--- src/rtl/dpram_loader.sv ---
// Boot loader: parses SYNC/addr/count/data/checksum byte frames and
// writes each assembled 32-bit word into the program RAM write port.
module dpram_loader #(
  parameter int         ADDR_W = 12,
  parameter logic [7:0] SYNC   = 8'hA5
) (
  input  logic              clk,
  input  logic              reset,
  input  logic [7:0]        rx_data,
  input  logic              rx_valid,
  output logic              rx_ready,
  output logic [ADDR_W-1:0] mem_addr,
  output logic [31:0]       mem_data,
  output logic              mem_we,
  output logic              busy,
  output logic              done,
  output logic              error,
  output logic              cpu_hold
);

  typedef enum logic [3:0] {
    S_IDLE,
    S_ADDR_H,
    S_ADDR_L,
    S_CNT_H,
    S_CNT_L,
    S_DATA,
    S_WRITE,
    S_CHK,
    S_FIN
  } state_t;

  state_t            state_q, state_d;
  logic [ADDR_W-1:0] addr_q, addr_d;
  logic [15:0]       cnt_q, cnt_d;
  logic [1:0]        idx_q, idx_d;
  logic [31:0]       word_q, word_d;
  logic [7:0]        hi_q, hi_d;
  logic [7:0]        chk_q, chk_d;
  logic [31:0]       data_q, data_d;
  logic              we_q, we_d;
  logic              busy_q, busy_d;
  logic              done_q, done_d;
  logic              err_q, err_d;
  logic              hold_q, hold_d;

  logic              acc;
  logic              good;
  logic [15:0]       hl;
  logic [31:0]       shifted;

  assign rx_ready = (state_q != S_WRITE) && (state_q != S_FIN);
  assign acc      = rx_valid && rx_ready;
  assign hl       = {hi_q, rx_data};
  // Little-endian assembly: first byte ends up in bits 7:0
  assign shifted  = {rx_data, word_q[31:8]};

  always_comb begin
    state_d = state_q;
    addr_d  = addr_q;
    cnt_d   = cnt_q;
    idx_d   = idx_q;
    word_d  = word_q;
    hi_d    = hi_q;
    chk_d   = chk_q;
    data_d  = data_q;
    we_d    = 1'b0;
    busy_d  = busy_q;
    done_d  = 1'b0;
    err_d   = err_q;
    hold_d  = hold_q;
    good    = 1'b0;
    unique case (state_q)
      S_IDLE: begin
        if (acc && rx_data == SYNC) begin
          state_d = S_ADDR_H;
          busy_d  = 1'b1;
          err_d   = 1'b0;
          hold_d  = 1'b1;
          chk_d   = 8'h00;
        end
      end
      S_ADDR_H: begin
        if (acc) begin
          hi_d    = rx_data;
          chk_d   = chk_q ^ rx_data;
          state_d = S_ADDR_L;
        end
      end
      S_ADDR_L: begin
        if (acc) begin
          addr_d  = hl[ADDR_W-1:0];
          chk_d   = chk_q ^ rx_data;
          state_d = S_CNT_H;
        end
      end
      S_CNT_H: begin
        if (acc) begin
          hi_d    = rx_data;
          chk_d   = chk_q ^ rx_data;
          state_d = S_CNT_L;
        end
      end
      S_CNT_L: begin
        if (acc) begin
          cnt_d   = hl;
          idx_d   = 2'd0;
          chk_d   = chk_q ^ rx_data;
          state_d = (hl == 16'd0) ? S_CHK : S_DATA;
        end
      end
      S_DATA: begin
        if (acc) begin
          word_d = shifted;
          idx_d  = idx_q + 2'd1;
          chk_d  = chk_q ^ rx_data;
          if (idx_q == 2'd3) begin
            state_d = S_WRITE;
            we_d    = 1'b1;
            data_d  = shifted;
          end
        end
      end
      S_WRITE: begin
        addr_d  = addr_q + ADDR_W'(1);
        cnt_d   = cnt_q - 16'd1;
        idx_d   = 2'd0;
        state_d = (cnt_q == 16'd1) ? S_CHK : S_DATA;
      end
      S_CHK: begin
        if (acc) begin
          good    = (rx_data == chk_q);
          state_d = S_FIN;
          busy_d  = 1'b0;
          done_d  = good;
          err_d   = ~good;
          hold_d  = ~good;
        end
      end
      S_FIN: begin
        state_d = S_IDLE;
      end
      default: begin
        state_d = S_IDLE;
      end
    endcase
  end

  always_ff @(posedge clk) begin
    if (reset) begin
      state_q <= S_IDLE;
      addr_q  <= '0;
      cnt_q   <= '0;
      idx_q   <= '0;
      word_q  <= '0;
      hi_q    <= '0;
      chk_q   <= '0;
      data_q  <= '0;
      we_q    <= 1'b0;
      busy_q  <= 1'b0;
      done_q  <= 1'b0;
      err_q   <= 1'b0;
      hold_q  <= 1'b1;
    end else begin
      state_q <= state_d;
      addr_q  <= addr_d;
      cnt_q   <= cnt_d;
      idx_q   <= idx_d;
      word_q  <= word_d;
      hi_q    <= hi_d;
      chk_q   <= chk_d;
      data_q  <= data_d;
      we_q    <= we_d;
      busy_q  <= busy_d;
      done_q  <= done_d;
      err_q   <= err_d;
      hold_q  <= hold_d;
    end
  end

  assign mem_addr = addr_q;
  assign mem_data = data_q;
  assign mem_we   = we_q;
  assign busy     = busy_q;
  assign done     = done_q;
  assign error    = err_q;
  assign cpu_hold = hold_q;

endmodule
--- config.mk ---
export PLATFORM = sky130hd
export DESIGN_NAME = dpram_loader
export DESIGN_NICKNAME = d
export VERILOG_FILES = /design/src/rtl/dpram_loader.sv
export SDC_FILE = /design/constraint.sdc
export NUM_CORES = 1
export LEC_CHECK = 0
export BUFFER_PORTS_ARGS = -buffer_cell sky130_fd_sc_hd__buf_2
export CORE_MARGIN = 1.5
export CORE_UTILIZATION = 58
export DETAILED_ROUTE_END_ITERATION = 12
export GPL_ROUTABILITY_DRIVEN = 0
export PLACE_DENSITY = 0.8
export SLEW_MARGIN = 20
export SYNTH_ARGS = -nofsm -noshare
export SYNTH_HDL_FRONTEND = slang
export SYNTH_SLANG_ARGS = --single-unit
--- constraint.sdc ---
create_clock -name clk -period 2.7 [get_ports clk]
set_clock_uncertainty 0.15 [all_clocks]
set_input_delay 0.135 -clock clk [delete_from_list [all_inputs] [get_ports clk]]
set_output_delay 0.135 -clock clk [all_outputs]
set_load 0.02 [all_outputs]
==> results of run 1 <==
-- critical path: cells and delay by family, from the launching register on --
| kind | cells | cell delay (ns) |
|---|---|---|
| AOI/OAI and AO/OA | 1 | 0.16 |
| DFF | 1 | 0.61 |
| muxes | 1 | 0.37 |
| and+or+nand+nor | 3 | 0.89 |
-- flip-flops by register name, indices dropped and copies added (netlist names) --
signal / count
busy: 1
chk_q: 8
cnt_q: 16
cpu_hold: 1
done: 1
error: 1
hi_q: 8
idx_q: 2
mem_addr: 12
mem_data: 32
mem_we: 1
state_q: 4
word_q: 24
-- power groups by stage --
stage	clock, mW	combinational, mW	sequential, mW
after floorplan	0	0.0650	1.68
after global placement	0	0.0773	1.68
after detailed placement	0	0.0786	1.68
after CTS	0.924	0.0875	1.64
after global routing	0.986	0.0953	1.64
final	0.896	0.0911	1.64
-- layout make-up --
class	count	share of cell area, %
Clock buffer	10	2.31
Inverter	6	0.408
Sequential cell	111	40.3
Clock inverter	5	0.771
Timing Repair Buffer	78	8.25
Multi-Input combinational cell	466	45.6
Tap cell	105	2.38
-- cells by family (layout without fill, tap and decap cells) --
family	Yosys count	count (layout)	synth area share [%]
simple gates	298	298	28.2
compound gates	148	148	17.4
flops	111	111	43.7
buf+inv	54	99	6.86
xor+xnor	11	11	1.89
mux	5	5	1.06
fa+ha+maj	4	4	0.983
-- synthesized netlist by cell type (all sizes together) (2+ instances only) --
| cell | number | share of area [%] |
|---|---|---|
| a31oi | 7 | 0.86 |
| dfxtp | 111 | 44 |
| ha | 4 | 0.98 |
| nor2 | 38 | 2.9 |
| xor2 | 9 | 1.5 |
| inv | 6 | 0.44 |
| mux2 | 3 | 0.66 |
| clkbuf | 34 | 4.5 |
| o21ai | 15 | 1.5 |
| buf | 13 | 1.7 |
| or4 | 5 | 0.81 |
| nor3b | 2 | 0.52 |
| a2bb2oi | 3 | 0.52 |
| o2111a | 2 | 0.44 |
| and3 | 4 | 0.49 |
| a32oi | 2 | 0.34 |
| nand2b | 2 | 0.25 |
| a21oi | 86 | 8.5 |
| nand4 | 6 | 0.74 |
| or2b | 2 | 0.34 |
| o211ai | 14 | 2.1 |
| nand2 | 164 | 12 |
| a311oi | 2 | 0.34 |
| a221oi | 3 | 0.52 |
| or3 | 3 | 0.47 |
| and2 | 4 | 0.52 |
| nor3 | 12 | 1.5 |
| xnor2 | 2 | 0.34 |
| nand3 | 25 | 2.5 |
| nor4 | 12 | 1.9 |
| o311ai | 2 | 0.34 |
| mux2i | 2 | 0.39 |
| nand3b | 10 | 1.5 |
| a211oi | 3 | 0.44 |
-- repair_timing --
item / CTS / global route
setup endpoints to repair: 0 / 0
hold endpoints to repair: 26 / 0
hold buffers: 8 / 0
-- worst min path at each step --
stage / endpoint / cells past startpoint / slack [ns]
after floorplan: word_q[27]$_SDFFE_PP0P_ / 3 / 0.27
after global placement: mem_data[29]$_SDFFE_PP0P_ / 2 / 0.29
after detailed placement: mem_data[14]$_SDFFE_PP0P_ / 2 / 0.30
after CTS: state_q[3]$_SDFFE_PP0P_ / 3 / 0.02
after global routing: busy$_SDFFE_PP0P_ / 3 / 0.07
final: state_q[3]$_SDFFE_PP0P_ / 3 / 0.04
-- metrics by stage --
| stage | setup slack, ns | power [mW] |
|---|---|---|
| floorplan | 0.750 | 1.74 |
| global placement | 0.615 | 1.75 |
| detailed placement | 0.488 | 1.75 |
| CTS | 0.487 | 2.65 |
| global route | 0.293 | 2.72 |
| finish | 0.452 | 2.62 |
-- layout by cell type (no fill, tap or decap), types with 7 or more instances in the layout --
cell type | netlist | layout
nor3_1 | 9 | 9
nor2_1 | 37 | 37
nand2_1 | 164 | 164
dfxtp_1 | 111 | 111
nor4_1 | 10 | 10
o21ai_0 | 15 | 15
xor2_1 | 9 | 9
a31oi_1 | 7 | 7
dlygate4sd3_1 | 0 | 8
buf_4 | 0 | 10
nand3_1 | 25 | 25
a21oi_1 | 86 | 86
buf_2 | 8 | 60
o211ai_1 | 14 | 14
clkbuf_8 | 10 | 9
nand3b_1 | 10 | 10
-- metal layers --
metal / GRT usage, % / routed length [µm]
met1: 35.4 / 5490
met2: 42.1 / 5790
met3: 5.85 / 827
met4: 8.58 / 226
met5: 0 / 0
==> metrics.yaml, run 1 <==
route:
  dr.first_iter.drc_count: 348
  dr.pass1.iters: 5
  ant_nets: 0
  routed_wl_um: 12300
  drcViolationCount: 0
  vias: 4638
  wl_per_cell_um: 15.8
  drt-vias-per-instance: 5.94
worst_setup_path:
  startpoint_type: "flip-flop"
  rr_endpoint: "cnt_q[10]$_SDFFE_PP0P_"
  reg2reg_depth: 5
  rrSetupSlack_ns: 0.45
  slowest_delay_ns: 0.61
  crit_slowest_cell: "dfxtp_1"
  path_class: "reg -> reg"
  cp_cell_sequence: "and4bb_2, nand3_1, nor4_1, mux2_2, a21oi_1"
  crit_end: "cnt_q[10]$_SDFFE_PP0P_"
  crit_path_start: "state_q[1]$_SDFFE_PP0P_"
  crit_required_ns: 2.85
  critPathArrivalTime_ns: 2.40
  endpoint_kind: "flip-flop"
  cp_max_fo: 15
  rr_startpoint: "state_q[1]$_SDFFE_PP0P_"
placement:
  dpl.hpwl_um: 8260
  place_area_um2: 5270
  dp_cells: 758
  portBuffers: 60
sta:
  slew_viol_final: 0
  rsz0062_at_grt: "no"
  worstMarginPinSlew_ns: 0.782
  hold_viol: 0
  fin_crit_ns: 2.25
  setup_viol: 0
  post-route-period-util_pct: 83.3
  fmax_mhz: 445
  setup_tns_ns: 0
  holdWs_ns: 0.0413
  slew-limit-headroom_pct: 47.8
power_and_ir_drop:
  powerDensity_nw_per_um2: 475
  switching_share_pct: 23.7
  internal-power_mw: 2.00
  pwr-share-comb_pct: 3.5
  peakVddDrop_v: 0.000339
  p_leak_nw: 2.00
  power.switching_uw: 621
  p_clk_share_pct: 34.1
  seqPwrFrac_pct: 62.4
logic_synthesis:
  ys_ff_latch: 111
  synth_area_um2: 5090
  ys_seq_area_share_pct: 43.7
  synth_edf_count: 0
  synth_ff_type: "dfxtp_1"
  syn_inst: 631
  yosysUniqueCellTypes: 65
  synth.avg_cell_area_um2: 8.07
  async_reset_ff_share_pct: 0
  synth_nets: 646
  ys_warn_count: 0
clocking:
  post_cts_buffers: 0
  ctsRootBufferMaster: "clkbuf_8"
  ctsResizeCount: 0
  cts.sinks: 111
  clock_latency_ns: 0.36
  cts.clk_slew.worst_paths_ns: 0.10
  cts_max_path_buffers: 2
  cts_tree: "done"
  htree_num_levels: 3
  cts-buffers-inserted: 9
global_route:
  grt_use_total_pct: 26.3
  grt_max_degree: 78
  grt_antenna_before_repair: 0
  gr-total-overflow: 0
  grt_pass1_vias: 4247
  grt_first_pass_wirelength_um: 20500
finish:
  fillers: 708
  seqCellArea_um2: 2220
  multi_input_area_um2: 2520
  drive_above_1_share_pct: 15.7
  fin_nets: 687
  final_core_util_pct: 66.2
  finish.instance_area_um2: 5520
  syn2layout_area_growth_pct: 8.46
  num_antenna_cells: 0
  layout.cells.non_filler: 781
die:
  core-area_um2: 8340
  die_y_um: 96.7
  initial_core_util_pct: 61.0
  io_pins: 61
  die_w_um: 96.7
  die-area_um2: 9350
  rows: 33
run_status:
  status: "finished clean"
hold_path:
  holdCritStartpoint: "rx_valid"
  hp-class: "in -> reg"
job:
  maxCapViolCount: 0
Power figures use the tool's default switching activity.
==> run 2, diff against run 1 <==
==> constraint.sdc (replaced) <==
create_clock -name clk -period 2.3 [get_ports clk]
set_clock_uncertainty 0.15 [all_clocks]
set_input_delay 0.115 -clock clk [delete_from_list [all_inputs] [get_ports clk]]
set_output_delay 0.115 -clock clk [all_outputs]
set_load 0.02 [all_outputs]
==> metrics.yaml, run 2 (synthesized netlist as in run 1, its figures left out) <==
worst_setup_path:
  crit_slowest_cell: "dfxtp_1"
  rr_startpoint: "state_q[0]$_SDFFE_PP0P_"
  reg2reg_depth: 5  # unchanged
  cp_max_fo: 15  # unchanged
  endpoint_kind: "output pin"
  rrSetupSlack_ns: 0.16  # -0.29 ns
  critPathArrivalTime_ns: 1.91  # -0.49 ns
  cp_top_family: "flip-flops"
  cp_num_buf_inv: 1  # +1
  slowest_delay_ns: 0.62  # about the same
  startpoint_type: "flip-flop"
  cp_cell_sequence: "or3b_2, a21o_2, buf_2"
  crit_required_ns: 2.04  # -0.81 ns
  path_class: "reg -> out"
  rr_endpoint: "idx_q[1]$_SDFFE_PP0P_"
  crit_path_start: "state_q[3]$_SDFFE_PP0P_"
hold_path:
  holdCritStartpoint: "rx_valid"
  hold_end: "state_q[3]$_SDFFE_PP0P_"
  min_path_cells: 3  # unchanged
  hp-class: "in -> reg"
sta:
  fin_crit_ns: 2.17
  worstMarginPinSlew_ns: 0.575  # -0.207 ns
  slew_viol_final: 0  # unchanged
  slew-limit-headroom_pct: 61.5  # +14 points
  post-route-period-util_pct: 94.6
  setup_ws_ns: 0.125  # -0.327 ns
  fmax_mhz: 460
  hold_viol: 0  # unchanged
  setup_viol: 0  # unchanged
  setup_tns_ns: 0  # unchanged
  rsz0062_at_grt: "no"
die:
  die_w_um: 96.7  # unchanged
  die-area_um2: 9350  # unchanged
  die_y_um: 96.7  # unchanged
  io_pins: 61  # unchanged
  core-area_um2: 8340  # unchanged
  initial_core_util_pct: 61.0  # unchanged
  rows: 33  # unchanged
global_route:
  grt_use_total_pct: 26.2  # -0.15 points
  gr-total-overflow: 0  # unchanged
  grt_max_degree: 52  # -33%
  grt_antenna_before_repair: 0  # unchanged
  grt_first_pass_wirelength_um: 20300  # -0.91%
  grt_pass1_vias: 4149  # -2.3%
route:
  routed_wl_um: 12300  # -0.17%
  drt-vias-per-instance: 5.93  # -0.19%
  dr.first_iter.drc_count: 317  # -8.9%
  dr.pass1.iters: 5  # unchanged
  ant_nets: 0  # unchanged
  drcViolationCount: 0  # unchanged
  vias: 4659  # +0.45%
  wl_per_cell_um: 15.7  # -0.81%
clocking:
  ctsRootBufferMaster: "clkbuf_8"
  cts-buffers-inserted: 9  # unchanged
  cts.sinks: 111  # unchanged
  cts.clk_slew.worst_paths_ns: 0.10  # about the same
  cts_max_path_buffers: 2  # unchanged
  clock_latency_ns: 0.38  # +0.02 ns
  cts_tree: "done"
  htree_num_levels: 3  # unchanged
finish:
  syn2layout_area_growth_pct: 9.93
  multi_input_area_um2: 2520  # unchanged
  fillers: 713  # +0.71%
  layout_common_cells: "164 x nand2_1, 109 x dfxtp_1, 86 x a21oi_1, 60 x buf_2, 37 x nor2_1"
  num_antenna_cells: 0  # unchanged
  seqCellArea_um2: 2220  # +0.11%
  largest_reg_flops: 32  # unchanged
  final_common_cell: "nand2_1"
  drive_above_1_share_pct: 16.6  # +0.91 points
  fin_nets: 691  # +0.58%
placement:
  portBuffers: 60  # unchanged
  preCtsSetupSlack_ns: 0.179  # -0.309 ns
  dpl.hpwl_um: 8130  # -1.5%
run_status:
  status: "finished clean"
power_and_ir_drop:
  p_leak_nw: 2.03  # +1.8%
  powerDensity_nw_per_um2: 578  # +22%
  peakVddDrop_v: 0.000320  # -5.5%
job:
  maxCapViolCount: 0  # unchanged
## run 2: repair_timing
| action | 4_1_cts | 5_1_grt |
|---|---|---|
| hold endpoints to repair | 29 | 0 |
| setup buffers | 0 | 0 |
| setup endpoints to repair | 0 | 6 |
| gates resized for setup | 0 | 2 |
| hold buffers | 8 | 0 |
## run 2: worst max path at each step
stage	end	slack, ns	depth (start not counted)
finish	rx_ready	0.13	3
global placement	cnt_q[12]$_SDFFE_PP0P_	0.23	7
floorplan	cnt_q[6]$_SDFFE_PP0P_	0.35	7
global route	idx_q[1]$_SDFFE_PP0P_	0.00008	5
detailed placement	cnt_q[10]$_SDFFE_PP0P_	0.18	5
CTS	rx_ready	0.13	3
## run 2: through the flow
step / instance area (µm²) / instances / hold slack [ns] / power, mW / utilization [%]
floorplan: 5090 / 631 / 0.246 / 2.04 / -
global placement: 5310 / 762 / 0.290 / 2.06 / 63.7
detailed placement: 5310 / 762 / 0.296 / 2.06 / 63.7
CTS: 5590 / 786 / 0.00186 / 3.25 / 67.1
global route: 5600 / 786 / 0.0225 / 3.33 / 67.1
finish: 5600 / 786 / 0.0134 / 3.23 / 67.1
## run 2: per-layer routing
layer,GRT usage [%],part of all wire [%],routed length (µm)
met5,0,0,0
met4,6.91,1.3,163
met3,6.43,6.6,808
met2,40.9,47,5830
met1,36.3,45,5520
## run 2: worst register-to-register path, stage by stage, from the launching register on
cell and delay, ns:
dfxtp_1 0.68, and4bb_2 0.40, a21oi_1 0.38, buf_4 0.23, nand3_1 0.08, a21oi_1 0.16
## run 2: where the power goes
group          total [mW]  switching, mW  internal (mW)
registers            1.92        0.00110           1.92
clock network        1.20          0.679          0.523
logic               0.108         0.0794         0.0284
## run 2: layout make-up
type	instances	share of cell area (%)
clock buffer	10	2.28
clock inverter	6	1.30
inverter	6	0.403
multi-input combinational	466	45.0
sequential	111	39.8
tap	105	2.35
timing repair buffer	82	8.90
